### src/rtl/djb2_pkg.sv
// Shared constants, state type and byte-select helper for the djb2 byte feeder.
package djb2_pkg;

  localparam int BYTES_PER_WORD = 4;

  localparam int LSB_FIRST = 0;
  localparam int MSB_FIRST = 1;

  typedef enum logic {
    IDLE  = 1'b0,
    SHIFT = 1'b1
  } feeder_state_t;

  // Byte idx of a word in emission order. MSB-first walks down from bits [31:24].
  function automatic logic [7:0] pick_byte(input logic [31:0] word,
                                           input logic [1:0]  idx,
                                           input int          order);
    logic [7:0] b;
    case (order)
      MSB_FIRST: b = word[8*(3-idx) +: 8];
      LSB_FIRST: b = word[8*idx +: 8];
      default:   b = word[8*idx +: 8];
    endcase
    return b;
  endfunction

endpackage

### src/rtl/djb2_len_counter.sv
// Saturating message-length counter with sticky overflow flag.
module djb2_len_counter #(
  parameter int LEN_W = 16
) (
  input  logic             clk,
  input  logic             rst,
  input  logic             inc,
  input  logic             clr,
  output logic [LEN_W-1:0] count,
  output logic             at_max,
  output logic             ovf
);

  logic [LEN_W-1:0] r_count;
  logic             r_ovf;

  assign at_max = &r_count;
  assign count  = r_count;
  assign ovf    = r_ovf;

  // Count handshaken bytes; an increment at full scale only sets the overflow flag.
  always_ff @(posedge clk or negedge rst) begin
    if (!rst) begin
      r_count <= '0;
      r_ovf   <= 1'b0;
    end else if (clr) begin
      r_count <= '0;
      r_ovf   <= 1'b0;
    end else if (inc) begin
      if (at_max) r_ovf   <= 1'b1;
      else        r_count <= r_count + LEN_W'(1);
    end
  end

endmodule

### src/rtl/djb2_byte_feeder.sv
// Serialises 32-bit message words into one byte per cycle for the djb2 hash core,
// tagging first/last bytes and reporting the message length at end of message.
//
// state | meaning
// IDLE  | no word held, ready for the next word
// SHIFT | emitting bytes of the held word
module djb2_byte_feeder
  import djb2_pkg::*;
#(
  parameter int BYTE_ORDER = LSB_FIRST,
  parameter int LEN_W      = 16
) (
  input  logic             clk,
  input  logic             rst,
  input  logic [31:0]      s_data,
  input  logic             s_valid,
  input  logic             s_last,
  input  logic [1:0]       s_nbytes,
  output logic             s_ready,
  output logic [7:0]       m_byte,
  output logic             m_valid,
  output logic             m_first,
  output logic             m_last,
  input  logic             m_ready,
  output logic [LEN_W-1:0] msg_len,
  output logic             len_valid,
  output logic             len_ovf
);

  localparam logic [1:0] FULL_LAST_IDX = 2'(BYTES_PER_WORD - 1);

  feeder_state_t    r_state;
  logic [31:0]      r_word;
  logic             r_last;
  logic [1:0]       r_last_idx;
  logic [1:0]       r_idx;
  logic             r_first_pend;
  logic [LEN_W-1:0] r_msg_len;
  logic             r_len_valid;
  logic             r_len_ovf;

  logic             w_busy;
  logic             w_word_done;
  logic             w_hs;
  logic             w_hs_last;
  logic             w_load;
  logic [LEN_W-1:0] w_count;
  logic             w_cnt_max;
  logic             w_ovf;

  assign w_busy      = (r_state == SHIFT);
  assign w_word_done = w_busy && (r_idx == r_last_idx);
  assign w_hs        = w_busy && m_ready;
  assign w_hs_last   = w_hs && w_word_done && r_last;

  // Combinational from m_ready so the next word loads in the cycle the last byte leaves.
  assign s_ready = !w_busy || (m_ready && w_word_done);
  assign w_load  = s_valid && s_ready;

  assign m_valid   = w_busy;
  assign m_byte    = w_busy ? pick_byte(r_word, r_idx, BYTE_ORDER) : 8'h00;
  assign m_first   = w_busy && r_first_pend;
  assign m_last    = w_word_done && r_last;
  assign msg_len   = r_msg_len;
  assign len_valid = r_len_valid;
  assign len_ovf   = r_len_ovf;

  // Word capture, byte index stepping and first-byte tracking.
  always_ff @(posedge clk or negedge rst) begin
    if (!rst) begin
      r_state      <= IDLE;
      r_word       <= '0;
      r_last       <= 1'b0;
      r_last_idx   <= FULL_LAST_IDX;
      r_idx        <= '0;
      r_first_pend <= 1'b1;
    end else begin
      if (w_hs) r_first_pend <= w_hs_last;
      if (w_load) begin
        r_state    <= SHIFT;
        r_word     <= s_data;
        r_last     <= s_last;
        // nbytes=0 wraps to index 3, i.e. a full word; non-last words are always full.
        r_last_idx <= s_last ? (s_nbytes - 2'd1) : FULL_LAST_IDX;
        r_idx      <= '0;
      end else if (w_hs) begin
        if (w_word_done) r_state <= IDLE;
        else             r_idx   <= r_idx + 2'd1;
      end
    end
  end

  djb2_len_counter #(.LEN_W(LEN_W)) u_len_counter (
    .clk    (clk),
    .rst    (rst),
    .inc    (w_hs),
    .clr    (w_hs_last),
    .count  (w_count),
    .at_max (w_cnt_max),
    .ovf    (w_ovf)
  );

  // Publish the final length (including the last byte) with a one-cycle strobe.
  always_ff @(posedge clk or negedge rst) begin
    if (!rst) begin
      r_msg_len   <= '0;
      r_len_valid <= 1'b0;
      r_len_ovf   <= 1'b0;
    end else begin
      r_len_valid <= w_hs_last;
      if (w_hs_last) begin
        r_msg_len <= w_cnt_max ? w_count : (w_count + LEN_W'(1));
        r_len_ovf <= w_ovf | w_cnt_max;
      end
    end
  end

endmodule

### config.mk
export PLATFORM = sky130hd
export DESIGN_NAME = djb2_byte_feeder
export DESIGN_NICKNAME = d
export VERILOG_FILES = /design/src/rtl/djb2_pkg.sv /design/src/rtl/djb2_len_counter.sv /design/src/rtl/djb2_byte_feeder.sv
export SDC_FILE = /design/constraint.sdc
export NUM_CORES = 1
export LEC_CHECK = 0
export CAP_MARGIN = 25
export CELL_PAD_IN_SITES_DETAIL_PLACEMENT = 0
export CELL_PAD_IN_SITES_GLOBAL_PLACEMENT = 1
export CORE_ASPECT_RATIO = 1.25
export CORE_MARGIN = 3
export CORE_UTILIZATION = 41
export CTS_CLUSTER_SIZE = 14
export DETAILED_ROUTE_END_ITERATION = 8
export PLACE_DENSITY = 0.9
export SYNTH_ARGS = -nofsm -noshare
export SYNTH_HDL_FRONTEND = slang
export SYNTH_SLANG_ARGS = --single-unit
### constraint.sdc
create_clock -name clk -period 2.3 [get_ports clk]
set_input_delay 0.46 -clock clk [delete_from_list [all_inputs] [get_ports clk]]
set_output_delay 0.46 -clock clk [all_outputs]
set_load 0.05 [all_outputs]
==> results.yml, run 1 <==
critical_path:
  crit_required_ns: 1.84
  crit_fanout: 12
  arrival_ns: 1.76
  cp-start-kind: "flop"
  critPathKind: "reg -> out"
  end_kind: "output port"
  regToRegSetupSlack_ns: 0.32
placed_design:
  io_buffers: 68
  hpwl_um: 5620
  gp_congestion: 0.939
global_routing:
  grt_overflow: 0
  grt_max_degree: 44
  antenna_found_initial: 0
  grt_pass1_vias: 2675
  grt_usage_pct: 17.3
  grt_first_pass_wirelength_um: 13000
worst_hold_path:
  min_path_type: "in -> async"
clocking:
  clockBufferDepth: 2
  hold_buffers: 0
  cts.htree.levels: 3
  numCtsBuffers: 9
  cts-root-buf: "clkbuf_8"
  cts_sinks: 74
  ctsResizeCount: 2
  clk_pin_slew_ns: 0.08
  clk_latency_ns: 0.36
  post_cts.repair.setup_buffers: 0
  cts_tree: "yes"
logic_synthesis:
  ys_seq_elements: 74
  ys.warnings.count: 0
  synth_top_area_cell: "dfrtp_1"
  yosysSeqAreaShare_pct: 52.2
  synth_top_cell_area_share_pct: 49.9
  synthTopCellsByArea: "dfrtp_1 (50%), mux2_2 (11%), mux4_2 (5.1%)"
  syn-num-nets: 352
  syn_inst: 312
  syn_avg_cell_area_um2: 11.4
  synthDistinctLibCells: 44
  syn_area_um2: 3560
layout:
  fillCellCount: 719
  n_antenna_cell: 0
  drive_above_1_share_pct: 24.1
  final_nets: 429
  utilization_pct: 55.9
  area_delta_synth_final_pct: 30.9
timing:
  max_freq_ghz: 0.450
  tns_ns: 0
  hold_violations: 0
  slew_violations: 0
  tightestPinTransition_ns: 0.502
  setup_viol: 0
  finalClockSkew_ns: 0.0104
  relSlewSlack_pct: 66.4
  fin_crit_ns: 2.22
  period_share_pct: 96.6
route:
  drtAntennaViolNets: 0
  num_vias: 2659
  drc: 0
  drt-vias-per-instance: 5.42
  drt_wl_total_um: 7770
  dr.pass1.iters: 4
  drtIter0Drc: 115
  wl_per_cell_um: 15.8
power_and_ir_drop:
  p_leak_nw: 2.02
  p_per_area_nw_per_um2: 1470
  peakVddDrop_uv: 1060
die:
  rows: 37
  fp.dieW_um: 89.3
  coreArea_um2: 8330
  start_util_pct: 42.7
  ios: 69
  die_y_um: 110
  die_area_um2: 9840
status:
  status: "completed"
job:
  drv_cap: 0
-- cell usage in the layout (no fill, tap or decap), drive strengths merged, types with 10 or more instances in the layout --
| master | count |
|---|---|
| a21oi | 19 |
| and2 | 12 |
| buf | 28 |
| clkbuf | 11 |
| clkdlybuf4s50 | 55 |
| dfrtp | 71 |
| mux2 | 36 |
| nand2 | 31 |
| nand3 | 10 |
| nand4 | 10 |
| nor2 | 13 |
| o21ai | 20 |
-- area by class of cell --
class	instances	area (µm²)	share of cell area [%]
multi-input cells	213	1590	34.2
inverters	8	30.0	0.645
well taps	97	121	2.61
clock inverters	5	103	2.20
flip-flops and latches	74	1860	39.9
repair buffers	83	823	17.7
clock buffers	11	131	2.82
-- power by group --
part           total (mW)  switching [mW]  leakage (nW)  internal, mW
Combinational        3.42            1.90         0.984          1.53
Sequential           2.21           0.382         0.920          1.82
Clock                1.21           0.493         0.114         0.720
-- routing by layer --
metal | GRT usage (%) | vias to the layer above | share of wire (%)
met5 | 0 | - | 0
met4 | 5.85 | 0 | 1.5
met3 | 6.32 | 12 | 7.2
met2 | 27.9 | 82 | 49
met1 | 21.5 | 1284 | 43
li1 | - | 1281 | -
-- logic make-up (layout without fill, tap and decap cells) --
group	after synthesis	in the layout	synth area share, %
compound gates	58	58	9.60
xor+xnor	12	12	3.17
fa+ha+maj	1	1	0.352
buf+inv	25	107	3.13
flops	74	74	52.2
mux	47	47	17.3
simple gates	95	95	14.3
-- flip-flops by register name, indices dropped and copies added (netlist names), 2 cells and up --
signal               flops
r_idx                    2
u_len_counter.count     16
r_word                  32
msg_len                 16
r_last_idx               2
-- final timing paths --
path	from	endpoint	cells past startpoint
min	rst	msg_len[8]$_DFFE_PN0P_	1
max reg2reg	u_len_counter.count[0]$_DFFE_PN0P_	msg_len[14]$_DFFE_PN0P_	6
max in group asynchronous	rst	r_first_pend$_DFFE_PN1P_	2
max	r_idx[0]$_DFFE_PN0P_	m_byte[6]	4
min reg2reg	r_first_pend$_DFFE_PN1P_	r_first_pend$_DFFE_PN1P_	2
min in group clk	r_first_pend$_DFFE_PN1P_	r_first_pend$_DFFE_PN1P_	2
-- cells in the mapped netlist (all sizes together) --
library cell	number
a211o	1
a21o	2
a21oi	19
a22o	2
a311oi	1
a31oi	4
and2	12
and3	5
and4	4
buf	13
clkbuf	4
dfrtp	71
dfstp	3
ha	1
inv	8
mux2	36
mux2i	3
mux4	8
nand2	31
nand2b	2
nand3	10
nand4	10
nor2	13
nor3	3
nor3b	1
nor4	1
o211ai	1
o21ai	20
o21bai	1
o22a	2
o31ai	4
o41ai	1
or3	2
or4b	1
xnor2	8
xor2	4
-- critical path, cell delays in order, from the launching register on --
cell and delay [ns]:
dfrtp_1 0.38, buf_12 0.16, mux4_2 0.50, and2_1 0.18
buf_4 0.19
-- per-stage QoR --
stage               cell area, µm²  hold slack (ns)  setup WS, ns  total power [mW]  cells
floorplan                     3560            0.164         0.141              4.55    312
global placement              4410            0.429         0.277              5.58    475
detailed placement            4410            0.433         0.225              5.67    475
CTS                           4650           0.0442        0.0339              6.90    491
global route                  4660           0.0556      -0.00300              7.24    491
finish                        4660           0.0344        0.0785              6.84    491
Power figures use the tool's default switching activity.
==> inputs of run 2 (changes only) <==
Settings changed: TNS_END_PERCENT from default to 1.
==> results of run 2 <==
Final layout, timing and power as in run 1 (identical DEF).
==> inputs of run 3 (changes only) <==
Settings changed: SKIP_LAST_GASP from default to 1.
==> results of run 3 <==
Final layout, timing and power as in run 1 (identical DEF).
Main changes from that run: number of gates resized after CTS 2 -> 1; via count of the first global-routing pass 2675 -> 2677; met1 usage 21.5% -> 21.3%; met2 usage 27.9% -> 28.0%
